[src/rtl/reg_writeback_queue.sv]
// ============================================================================
// Module   : reg_writeback_queue
// Purpose  : FIFO of register-file writes drained one per cycle onto the single
//            write port, with in-flight hazard queries for decode.
// Options  : WBQ_BYPASS_EN - an accept into an empty queue goes straight to the
//            output stage.
// Revision : 1.0 - initial release
// ============================================================================
`default_nettype none

module reg_writeback_queue #(
  parameter int DEPTH  = 4,
  parameter int DATA_W = 32,
  parameter int ADDR_W = 5
) (
  input  logic                         clk,
  input  logic                         rst_n,
  input  logic                         InValid,
  output logic                         InReady,
  input  logic [ADDR_W-1:0]            InRegister,
  input  logic [DATA_W-1:0]            InData,
  input  logic                         Flush,
  output logic [ADDR_W-1:0]            WriteRegister,
  output logic [DATA_W-1:0]            WriteData,
  output logic                         RegWrite,
  input  logic [ADDR_W-1:0]            QueryRegister1,
  input  logic [ADDR_W-1:0]            QueryRegister2,
  output logic                         Pending1,
  output logic                         Pending2,
  output logic [$clog2(DEPTH):0]       Count
);

  localparam int PW = $clog2(DEPTH);
  localparam int CW = PW + 1;

  logic [PW-1:0]     head_q, head_d, tail_q, tail_d;
  logic [CW-1:0]     count_q, count_d;
  logic [DEPTH-1:0]  vld_q, vld_d;
  logic [ADDR_W-1:0] reg_mem_q  [DEPTH];
  logic [DATA_W-1:0] data_mem_q [DEPTH];
  logic [ADDR_W-1:0] wreg_q, wreg_d;
  logic [DATA_W-1:0] wdata_q, wdata_d;
  logic              rw_q, rw_d;

  logic w_accept, w_keep, w_not_empty, w_bypass, w_push, w_pop;
  logic w_hit1, w_hit2;

  assign InReady     = rst_n && !Flush && (count_q < CW'(DEPTH));
  assign w_accept    = InValid && InReady;
  // Register zero is hardwired, so such requests are consumed without effect.
  assign w_keep      = w_accept && (InRegister != '0);
  assign w_not_empty = (count_q != '0);

`ifdef WBQ_BYPASS_EN
  assign w_bypass = w_keep && !w_not_empty;
`else
  assign w_bypass = 1'b0;
`endif

  assign w_push = w_keep && !w_bypass;
  assign w_pop  = w_not_empty && !Flush;

  always_comb begin
    head_d  = head_q;
    tail_d  = tail_q;
    count_d = count_q;
    vld_d   = vld_q;
    wreg_d  = wreg_q;
    wdata_d = wdata_q;
    rw_d    = 1'b0;
    if (Flush) begin
      head_d  = '0;
      tail_d  = '0;
      count_d = '0;
      vld_d   = '0;
    end else begin
      if (w_pop) begin
        wreg_d        = reg_mem_q[head_q];
        wdata_d       = data_mem_q[head_q];
        rw_d          = 1'b1;
        head_d        = head_q + PW'(1);
        vld_d[head_q] = 1'b0;
      end
      if (w_bypass) begin
        wreg_d  = InRegister;
        wdata_d = InData;
        rw_d    = 1'b1;
      end
      if (w_push) begin
        tail_d        = tail_q + PW'(1);
        vld_d[tail_q] = 1'b1;
      end
      count_d = count_q + CW'(w_push) - CW'(w_pop);
    end
  end

  always_ff @(posedge clk or negedge rst_n) begin
    if (!rst_n) begin
      head_q  <= '0;
      tail_q  <= '0;
      count_q <= '0;
      vld_q   <= '0;
      wreg_q  <= '0;
      wdata_q <= '0;
      rw_q    <= 1'b0;
    end else begin
      head_q  <= head_d;
      tail_q  <= tail_d;
      count_q <= count_d;
      vld_q   <= vld_d;
      wreg_q  <= wreg_d;
      wdata_q <= wdata_d;
      rw_q    <= rw_d;
    end
  end

  // Payload storage needs no reset; the valid bits qualify every entry.
  always_ff @(posedge clk) begin
    if (w_push) begin
      reg_mem_q[tail_q]  <= InRegister;
      data_mem_q[tail_q] <= InData;
    end
  end

  always_comb begin
    w_hit1 = 1'b0;
    w_hit2 = 1'b0;
    for (int i = 0; i < DEPTH; i++) begin
      if (vld_q[i] && (reg_mem_q[i] == QueryRegister1)) w_hit1 = 1'b1;
      if (vld_q[i] && (reg_mem_q[i] == QueryRegister2)) w_hit2 = 1'b1;
    end
  end

  assign Pending1 = (QueryRegister1 != '0) &&
                    (w_hit1 || (rw_q && (wreg_q == QueryRegister1)));
  assign Pending2 = (QueryRegister2 != '0) &&
                    (w_hit2 || (rw_q && (wreg_q == QueryRegister2)));

  assign WriteRegister = wreg_q;
  assign WriteData     = wdata_q;
  assign RegWrite      = rw_q;
  assign Count         = count_q;

endmodule

`default_nettype wire

[config.mk]
export PLATFORM = sky130hd
export DESIGN_NAME = reg_writeback_queue
export DESIGN_NICKNAME = d
export VERILOG_FILES = /design/src/rtl/reg_writeback_queue.sv
export SDC_FILE = /design/constraint.sdc
export NUM_CORES = 1
export LEC_CHECK = 0
export CORE_UTILIZATION = 45
export DETAILED_ROUTE_END_ITERATION = 8
export GPL_ROUTABILITY_DRIVEN = 1
export GPL_TIMING_DRIVEN = 0
export PLACE_DENSITY = 0.69
export SETUP_SLACK_MARGIN = 0.15
export SYNTH_ARGS = -nofsm -noshare
export SYNTH_HDL_FRONTEND = slang
export SYNTH_SLANG_ARGS = --single-unit
[constraint.sdc]
create_clock -name clk -period 2.3 [get_ports clk]
set_clock_uncertainty 0.2 [all_clocks]
set_input_delay 0.345 -clock clk [delete_from_list [all_inputs] [get_ports clk]]
set_output_delay 0.345 -clock clk [all_outputs]
set_load 0.005 [all_outputs]
After elaboration in Yosys (flattened, before gate mapping)
Memory sizes are Yosys's and may differ from the RTL's. A register that Yosys moved wholly into a read port is not among the register bits.
Cells that the tools add are included.
{"block": "totals", "output_inout_bits": 44, "reg_bits": 12, "mem_count": 2, "ram_bits": 148, "in_bits": 51, "wordCells": 86}
{"block": "op_classes", "n_lt_le_gt_ge": 5, "reduce_logical": 31, "eq_ne": 10, "n_bitwise": 4, "n_mux": 25, "add_sub_neg": 4}
{"name": "data_mem_q", "depth": 4, "width": 32, "rd": 1, "rd_clocked_by_memory_dff": 1, "wr": 1, "line_no": "40", "text": "logic [DATA_W-1:0] data_mem_q [DEPTH];"}
{"name": "reg_mem_q", "depth": 4, "width": 5, "rd": 5, "rd_clocked_by_memory_dff": 1, "wr": 1, "line_no": "39", "text": "logic [ADDR_W-1:0] reg_mem_q [DEPTH];"}
{"op": "5-bit == test", "count": 10}
{"op": "1-bit logical AND", "count": 19}
{"op": "4-bit 2-to-1 mux", "count": 4}
{"op": "5-bit nonzero test", "count": 3}
{"op": "1-bit 2-to-1 mux", "count": 14}
{"op": "2-bit 2-to-1 mux", "count": 4}
{"op": "2-bit by 3-bit less-than comparator with 1-bit output, second input constant", "count": 2}
{"op": "2-bit by 1-bit adder with 2-bit output, second input constant", "count": 2}
{"op": "4-bit bitwise AND", "count": 1}
{"op": "1-bit demux with 2-bit select", "count": 2}
{"op": "2-bit by 1-bit >= comparator with 1-bit output, second input constant", "count": 2}
{"op": "4-bit NOT", "count": 1}
{"op": "4-bit OR", "count": 1}
{"op": "2-bit nonzero test", "count": 2}
{"op": "3-bit by 1-bit adder with 3-bit output", "count": 1}
{"op": "1-bit logical NOT", "count": 3}
{"op": "3-bit less-than comparator, second input constant", "count": 1}
{"op": "3-bit 2-to-1 mux", "count": 1}
{"op": "3-bit nonzero test", "count": 1}
{"op": "3-bit by 1-bit subtractor with 3-bit output", "count": 1}
{"op": "1-bit logical OR", "count": 2}
{"op": "2-bit AND reduction", "count": 1}
{"op": "1-bit NOT", "count": 1}

Logic depth before layout (Yosys ltp)
Gate-level depths: netlist of the first run.
{"block": "logic_depth", "ltp_word": 11, "mapped_depth": 13, "depth_no_buf": 12}

Least setup slack after synthesis of the first run
No wires, ideal clock.
{"block": "synth_path", "path_kind": "register -> register", "from": "reg count_q[2] (netlist: Count[2])", "to": "reg count_q[2] (netlist: Count[2])", "synth_period_minus_slack_ns": 2.662, "required_time_ns": 1.968, "setup_time_ns": 0.132, "setup_slack_ns": -0.362, "path_stages_with_launch": 14, "arrival_time_ns": 2.330, "path_buffers": 1, "cell_sequence": "dfrtp_1 -> nor3b_2 -> nand2_1 -> a21oi_1 -> buf_2 -> inv_1 -> ha_1 -> inv_1 -> ha_1 -> inv_1 -> fa_1 -> xor2_1 -> xnor2_1 -> nor2_1"}
{"block": "synth_via", "elab_chain_len": 7, "elab_cells_between_ends": 9, "classes_between": "2 x add/sub; 1 x order compare; 1 x mux; 5 x reduce/logical"}
{"element": "from (decl)", "line_no": "37", "text": "logic [CW-1:0] count_q, count_d;"}
{"element": "from (signal assigned)", "line_no": "109", "text": "count_q <= count_d;"}
{"element": "3-bit less-than comparator", "line_no": "48", "text": "assign InReady = rst_n && !Flush && (count_q < CW'(DEPTH));"}
{"element": "1-bit logical AND", "line_no": "48"}
{"element": "via InReady", "line_no": "19", "text": "output logic InReady,"}
{"element": "1-bit logical AND", "line_no": "49", "text": "assign w_accept = InValid && InReady;"}
{"element": "1-bit logical AND", "line_no": "51", "text": "assign w_keep = w_accept && (InRegister != '0);"}
{"element": "3-bit by 1-bit adder with 3-bit output", "line_no": "93", "text": "count_d = count_q + CW'(w_push) - CW'(w_pop);"}
{"element": "3-bit by 1-bit subtractor with 3-bit output", "line_no": "93"}
{"element": "3-bit 2-to-1 mux", "line_no": "71", "text": "if (Flush) begin"}
{"element": "via count_d[2]", "line_no": "37"}
The timed path passes the listed nets, and every way through them passes these cells.
A chain may end at the register's enable or synchronous reset.

Worst setup path after layout of the first run
{"block": "layout_path", "from": "reg count_q[2] (netlist: Count[2])", "to": "reg count_q[2] (netlist: Count[2])"}
{"block": "layout_via", "elab_chain_len": 7, "elab_cells_between_ends": 9, "classes_between": "2 x add/sub; 1 x order compare; 1 x mux; 5 x reduce/logical"}
{"element": "3-bit less-than comparator", "line_no": "48"}
{"element": "1-bit logical AND", "line_no": "48"}
{"element": "1-bit logical AND", "line_no": "49"}
{"element": "1-bit logical AND", "line_no": "51"}
{"element": "3-bit by 1-bit adder with 3-bit output", "line_no": "93"}
{"element": "3-bit by 1-bit subtractor with 3-bit output (*)", "line_no": "93"}
{"element": "3-bit 2-to-1 mux (*)", "line_no": "71"}
{"element": "via count_d[2]", "line_no": "37"}
The timed path passes the listed nets; every way through them passes the cells marked *.

==> impl_summary.log, run 1 <==
INFO  metric p_leak = 3.77 nW
INFO  metric syn_to_final_growth = 31.2%
INFO  metric worstSkewPairLatency = ~420 ps
INFO  metric ys_seq_area_share = a little over two thirds
INFO  metric slew_headroom = about 50%
INFO  metric antenna_violating_nets_left = 0
INFO  metric ios = 95
INFO  metric yosys_warnings = 0
INFO  metric postSynth.asyncResetShare = 24.9%
INFO  metric detail_route.wl_per_cell = 21.8 microns
INFO  metric grt_max_degree = 28
INFO  metric cp_cell_sequence = nor3b_2 > nand2_1 > a21oi_2 > buf_6 > inv_4 > ha_4 > inv_4 > ha_4 > inv_2 > fa_2 > xor2_1 > xnor2_1 > nor2_1
INFO  metric timing.final.crit_share = 110%
INFO  metric cap_viol_max_count = 0
INFO  metric start_kind = register
INFO  metric drt-vias-per-instance = approximately 5.4
INFO  metric rsz0062_at_grt = yes
INFO  metric vdd_drop_max = 0.786 mV
INFO  metric total_power = roughly 11 mW
INFO  metric root_buffer = sky130_fd_sc_hd__clkbuf_16
INFO  metric yosys_register_bits = 197
INFO  metric initial_utilization = 46.4%
INFO  metric post_synth_inst_count = 428
INFO  metric violations_in_the_final_reports = setup timing
INFO  metric post_layout_instance_count_excluding_filler_cells = roughly 800
INFO  metric yosys_most_used_dff = sky130_fd_sc_hd__edfxtp_1
INFO  metric synth.top_cell.area_share = 55.0%
INFO  metric finalWeightedCongestion = 0.898
INFO  metric netlist_top_cells_area = sky130_fd_sc_hd__edfxtp_1 (55%), sky130_fd_sc_hd__dfrtp_1 (15%), sky130_fd_sc_hd__mux4_2 (10%), sky130_fd_sc_hd__mux2_2 (4.6%), sky130_fd_sc_hd__xor2_1 (4.4%)
INFO  metric crit_path_end_kind = register
INFO  metric worst_path_max_delay_cell = sky130_fd_sc_hd__dfrtp_2
INFO  metric core = around 0.017 sq mm
INFO  metric power_density = 1020 mW/mm^2
INFO  metric grt_antenna_before_repair = 1
INFO  metric route.detailed.drc = 0
INFO  metric detail_route.iter0.violations = 274
INFO  metric cp_data_required_time = ~2400 ps
INFO  metric synth_area = ~0.008 sq mm
INFO  metric timing_worst_slew_pin_value = slightly above 700 ps
INFO  metric numCtsBuffers = 17
INFO  metric hold_path.class = primary input to register
INFO  metric final_max_slew_viol_count = 0
INFO  metric worstHoldPathCells = 2
INFO  metric finish.instance_area = 0.0106 sq mm
INFO  metric max_clock_freq = slightly below 0.4 GHz
INFO  metric die_x = around 140 microns
INFO  metric multi_input_comb_area = 0.00235 sq mm
INFO  metric critical_path_class = register to register
INFO  metric synth.top_cells.by_count = sky130_fd_sc_hd__edfxtp_1 (148), sky130_fd_sc_hd__dfrtp_1 (49), sky130_fd_sc_hd__xor2_1 (41), sky130_fd_sc_hd__mux4_2 (36), sky130_fd_sc_hd__mux2_2 (33)
INFO  metric yosys.cell_count.top_type = sky130_fd_sc_hd__edfxtp_1
INFO  metric critPathTopFamily = adder cells
INFO  metric critical_path.n_buffers_inverters = 4
INFO  metric grt_use_total = 20.7%
INFO  metric setup-violations-final = 4
INFO  metric area.sequential = 0.00567 sq mm
INFO  metric worst-endpoint-arrival = 2600 ps
INFO  metric numClockSinks = between 150 and 200
INFO  metric cts-htree-levels = 4
INFO  metric dieHeight = ~140 microns
INFO  metric finish.utilization = 60.9%
INFO  metric synth-edff-count = ~150
INFO  metric first_global_vias = 4750
INFO  metric dr.pass1.iters = 4
INFO  metric num-nets-final = approximately 650
INFO  metric antenna-diode-count = 0
INFO  metric status = finished, violations left
INFO  metric fillers = 1304
INFO  metric postLayoutSetupSlackWorst = -220 ps
INFO  metric place.detailed.hpwl = 10300 microns
INFO  metric tritoncts = built
INFO  metric die_area = 0.0185 sq mm
INFO  metric fin_crit = 2520 ps
INFO  metric io_buffer_count = 84
INFO  metric post_route_cells_drive_above_1_share = 32.5%
INFO  metric worstRegToRegCells = 13
INFO  metric crit_path_max_fanout = 3
INFO  metric timing.critical_path.slowest_cell_delay = 440 ps
INFO  metric wirelength = 17900 microns
INFO  metric post_synth_num_cell_types = 30
INFO  metric clk_transition_reported_paths = 70 ps
INFO  metric worstSetupPathDepth = 13
INFO  metric finalHoldViolations = 0
INFO  metric post_synthesis_cell_type_with_the_largest_combined_area = sky130_fd_sc_hd__edfxtp_1
INFO  metric placed_cells_incl_taps = 738
INFO  metric dpl-instance-area = about 0.009 sq mm
INFO  metric syn_nets = 490
INFO  metric clock_path_buffers = 2
INFO  metric syn-mean-instance-area = 18.9 sq um
INFO  metric floorplan.rows = 48
INFO  metric grt.overflow.total = 0
INFO  metric grt_pass1_wl = 27400 microns
INFO  metric via_count = 4400
## repair_timing
item | 4_1_cts | 5_1_grt
pin swaps | 13 | 9
gates resized for setup | 39 | 5
gates cloned | 4 | 1
endpoints found under the hold margin | 49 | 0
endpoints found under the setup margin | 154 | 152
hold buffers | 6 | 0
setup buffers | 31 | 10
## metrics by stage
stage,setup slack (ps),TNS (ps),hold slack (ps)
CTS,-236,-711,184
global route,-305,-971,189
global placement,-3010,-529000,288
finish,-220,-677,184
floorplan,-173,-201,-151
detailed placement,-1150,-173950,207
## cell usage in the layout (no fill, tap or decap), types with 6 or more instances in the layout
| cell type | count |
|---|---|
| sky130_fd_sc_hd__and2_4 | 8 |
| sky130_fd_sc_hd__buf_12 | 20 |
| sky130_fd_sc_hd__buf_2 | 12 |
| sky130_fd_sc_hd__buf_4 | 17 |
| sky130_fd_sc_hd__buf_6 | 13 |
| sky130_fd_sc_hd__clkbuf_1 | 11 |
| sky130_fd_sc_hd__clkbuf_16 | 18 |
| sky130_fd_sc_hd__clkdlybuf4s50_1 | 79 |
| sky130_fd_sc_hd__dfrtp_1 | 46 |
| sky130_fd_sc_hd__edfxtp_1 | 148 |
| sky130_fd_sc_hd__ha_1 | 8 |
| sky130_fd_sc_hd__mux2_2 | 33 |
| sky130_fd_sc_hd__mux4_2 | 36 |
| sky130_fd_sc_hd__nand2_1 | 7 |
| sky130_fd_sc_hd__nand3_1 | 12 |
| sky130_fd_sc_hd__nor2_1 | 12 |
| sky130_fd_sc_hd__nor4_1 | 6 |
| sky130_fd_sc_hd__xnor2_1 | 13 |
| sky130_fd_sc_hd__xor2_1 | 41 |
## registers in the layout (all words and copies together), names as in the netlist
name / flops
reg_mem_q: 20
RegWrite: 1
Count: 3
tail_q: 2
head_q: 2
vld_q: 4
WriteData: 32
WriteRegister: 5
data_mem_q: 128
## kinds of logic (layout without fill, tap and decap cells)
family,after synthesis,count (layout),share of synthesized area (%)
flip-flops,197,197,70.2
AND/OR/NAND/NOR,52,56,3.47
buffers and inverters,31,196,2.12
multiplexers,76,76,15.9
XOR/XNOR,54,54,5.85
adder cells (fa/ha/maj),11,11,1.80
AO/OA/AOI/OAI,7,7,0.650
## per-layer routing
metal  global-route usage (%)  up-vias  part of all wire, %
met4                     4.14        2                  1.3
li1                         -     1957                    -
met1                     27.2     2288                   41
met3                     5.63       15                  7.3
met5                        0        -                0.073
met2                     34.5      138                   50
## layout make-up
type,instances,share of cell area (%)
plain buffers,24,1.45
clock buffers,19,4.08
clock inverters,13,1.56
inverters,7,0.295
multi-input cells,204,22.2
flip-flops and latches,197,53.5
well taps,225,2.66
repair buffers,133,14.2
## final timing paths
path                                      startpoint                   endpoint  slack [ps]
min reg2reg                WriteData[14]$_DFFE_PN0P_  WriteData[14]$_DFFE_PN0P_         310
min in group asynchronous                      rst_n  WriteData[28]$_DFFE_PN0P_         420
max in group asynchronous                      rst_n         Count[1]$_DFF_PN0_        1190
max                               Count[2]$_DFF_PN0_         Count[2]$_DFF_PN0_        -220
max reg2reg                       Count[2]$_DFF_PN0_         Count[2]$_DFF_PN0_        -220
min                                            Flush         RegWrite$_DFF_PN0_         180
## where the power goes
part | internal (mW) | leakage, nW | switching (mW)
clock | 1.65 | 0.287 | 1.36
sequential | 4.27 | 1.93 | 0.334
combinational | 1.94 | 1.56 | 1.22
No activity file was read; power rests on OpenSTA's default activity.
==> inputs of run 2 (changes only) <==
- SETUP_SLACK_MARGIN: 0.15 -> default
==> impl_summary.log, run 2 (synthesis results as in run 1) <==
INFO  metric status = finished, violations left
INFO  metric violations_in_the_final_reports = setup timing
INFO  metric ios = 95 (unchanged)
INFO  metric initial_utilization = 46.4% (unchanged)
INFO  metric max_clock_freq = 0.408 GHz (+2.7%)
INFO  metric finish.instance_area = 0.0101 sq mm (-4.9%)
INFO  metric detail_route.iter0.violations = 269 (-1.8%)
INFO  metric hold_path.class = primary input to register
INFO  metric floorplan.rows = 48 (unchanged)
INFO  metric num-nets-final = 615 (-4.8%)
INFO  metric numClockSinks = 197 (unchanged)
INFO  metric worstHoldStart = Flush
INFO  metric highest_layer = met4
INFO  metric timing_worst_slew_pin_value = 784 ps (+56.1 ps)
INFO  metric setup-violations-final = 4 (unchanged)
INFO  metric crit_path_end_kind = register
INFO  metric cap_viol_max_count = 0 (unchanged)
INFO  metric route.detailed.drc = 0 (unchanged)
INFO  metric layout.cells.most_common = sky130_fd_sc_hd__edfxtp_1
INFO  metric cp_data_required_time = 2390 ps (about the same)
INFO  metric dieHeight = 136 microns (unchanged)
INFO  metric layout.cells.most_common_list = sky130_fd_sc_hd__edfxtp_1 (148), sky130_fd_sc_hd__clkdlybuf4s50_1 (79), sky130_fd_sc_hd__dfrtp_1 (46)
INFO  metric core = 0.0174 sq mm (unchanged)
INFO  metric met1_layer_wirelength_in_the_final_routing = 7400 microns (+1.3%)
INFO  metric syn_to_final_growth = 24.8%
INFO  metric root_buffer = sky130_fd_sc_hd__clkbuf_16
INFO  metric slew_headroom = 47.8% (-3.7 points)
INFO  metric fin_crit = 2450 ps (-66.8 ps)
INFO  metric grt_antenna_before_repair = 0 (-1)
INFO  metric die_area = 0.0185 sq mm (unchanged)
INFO  metric grt.overflow.total = 0 (unchanged)
INFO  metric detailroute.wirelength.met2 = 8260 microns (-8.5%)
INFO  metric timing.final.crit_share = 107% (-2.9 points)
INFO  metric worst-endpoint-arrival = 2550 ps (-50 ps)
INFO  metric worstSkewPairLatency = 420 ps (about the same)
INFO  metric post_route_cells_drive_above_1_share = 29.0% (-3.5 points)
INFO  metric antenna-diode-count = 0 (unchanged)
INFO  metric tritoncts = built
INFO  metric die_x = 136 microns (unchanged)
INFO  metric power_density = 1060 mW/mm^2 (+4.3%)
INFO  metric start_kind = register
INFO  metric total_power = 10.7 mW (-0.78%)
INFO  metric grt_pass1_wl = 26100 microns (-4.7%)
INFO  metric dpl-instance-area = 0.00926 sq mm (unchanged)
INFO  metric place.detailed.hpwl = 10000 microns (-3.0%)
INFO  metric cts-htree-levels = 4 (unchanged)
INFO  metric io_buffer_count = 84 (unchanged)
INFO  metric worstRegToRegCells = 13 (unchanged)
INFO  metric crit_path_max_fanout = 3 (unchanged)
INFO  metric met3_wirelength = 883 microns (-33%)
INFO  metric rsz0062_at_grt = yes
INFO  metric final_max_slew_viol_count = 0 (unchanged)
INFO  metric r2r_slack = -150 ps (+70 ps)
INFO  metric reg_to_reg_start = Count[2]$_DFF_PN0_
INFO  metric first_global_vias = 4670 (-1.7%)
INFO  metric dr.pass1.iters = 4 (unchanged)
INFO  metric postLayoutSetupSlackWorst = -153 ps (+66.8 ps)
INFO  metric drt-vias-per-instance = 5.43 (+1.5%)
INFO  metric worstHoldPathCells = 2 (unchanged)
INFO  metric vdd_drop_max = 0.606 mV (-23%)
INFO  metric max_flop_register = data_mem_q
INFO  metric clk_transition_reported_paths = 70 ps (about the same)
INFO  metric grt_use_total = 19.8% (-0.84 points)
INFO  metric p_leak = 3.54 nW (-6.1%)
INFO  metric clock_path_buffers = 2 (unchanged)
INFO  metric grt_max_degree = 27 (-3.6%)
INFO  metric fin_setup_tns = -328 ps (+350 ps)
INFO  metric antenna_violating_nets_left = 0 (unchanged)
INFO  metric detailedPlace.worstSlack = -1010 ps (+144 ps)
INFO  metric numCtsBuffers = 17 (unchanged)
INFO  metric wirelength = 16900 microns (-5.4%)
INFO  metric regToRegEndpoint = Count[2]$_DFF_PN0_
INFO  metric via_count = 4296 (-2.4%)
INFO  metric critical_path_class = register to register
INFO  metric finalHoldViolations = 0 (unchanged)
INFO  metric finalWeightedCongestion = 0.865 (-3.6%)
INFO  metric largest_reg_flops = 128 (unchanged)
INFO  metric detail_route.wl_per_cell = 21.4 microns (-1.7%)
INFO  metric hold_end = RegWrite$_DFF_PN0_
## run 2: timing repair
item | CTS | global route
resized for setup | 24 | 5
endpoints found under the setup margin | 154 | 111
pin swaps | 21 | 6
endpoints found under the hold margin | 26 | 0
buffers inserted | 13 | 2
cloned | 4 | 0
hold buffers | 2 | 0
## run 2: cell type report
| type | count | area, sq um |
|---|---|---|
| Buffer | 24 | 154 |
| Tap cell | 225 | 282 |
| Sequential cell | 197 | 5670 |
| Clock inverter | 15 | 178 |
| Clock buffer | 17 | 425 |
| Timing Repair Buffer | 102 | 992 |
| Fill cell | 1317 | 7330 |
| Inverter | 7 | 28.8 |
| Multi-Input combinational cell | 204 | 2350 |
## run 2: layer usage
layer / vias up / GRT usage, %
met3: 23 / 4.96
met5: - / 0
met2: 122 / 32.4
li1: 1893 / -
met4: 0 / 7.47
met1: 2258 / 25.6
## run 2: worst max path at each step
stage / from / end / slack [ps] / cells after the start
2_1_floorplan: Count[2]$_DFF_PN0_ / Count[2]$_DFF_PN0_ / -150 / 13
3_3_place_gp: rst_n / data_mem_q[3][7]$_DFFE_PP_ / -2970 / 6
3_5_place_dp: rst_n / data_mem_q[3][6]$_DFFE_PP_ / -1010 / 6
4_1_cts: Count[2]$_DFF_PN0_ / Count[2]$_DFF_PN0_ / -190 / 13
5_1_grt: Count[2]$_DFF_PN0_ / Count[2]$_DFF_PN0_ / -270 / 13
6_report: Count[2]$_DFF_PN0_ / Count[2]$_DFF_PN0_ / -150 / 13
## run 2: metrics by stage
step	hold WS, ps	utilization (%)	instances
2_1_floorplan	-151	-	428
3_3_place_gp	288	53.1	737
3_5_place_dp	241	53.2	738
4_1_cts	187	57.7	789
5_1_grt	208	57.9	791
6_report	183	57.9	791
## run 2: critical path, cell delays in order (launching register included)
cell	delay, ps
sky130_fd_sc_hd__dfrtp_2	440
sky130_fd_sc_hd__nor3b_2	190
sky130_fd_sc_hd__nand2_1	110
sky130_fd_sc_hd__a21oi_2	160
sky130_fd_sc_hd__buf_6	120
sky130_fd_sc_hd__inv_2	40
sky130_fd_sc_hd__ha_4	210
sky130_fd_sc_hd__inv_4	50
sky130_fd_sc_hd__ha_4	110
sky130_fd_sc_hd__inv_2	30
sky130_fd_sc_hd__fa_2	330
sky130_fd_sc_hd__xor2_1	160
sky130_fd_sc_hd__xnor2_1	130
sky130_fd_sc_hd__nor2_1	50
## run 2: power breakdown
part / leakage (nW) / switching (mW) / total, mW / internal (mW)
combinational: 1.32 / 1.21 / 3.10 / 1.90
sequential: 1.93 / 0.324 / 4.59 / 4.27
clock: 0.291 / 1.28 / 2.99 / 1.72
total: 3.54 / 2.81 / 10.7 / 7.88
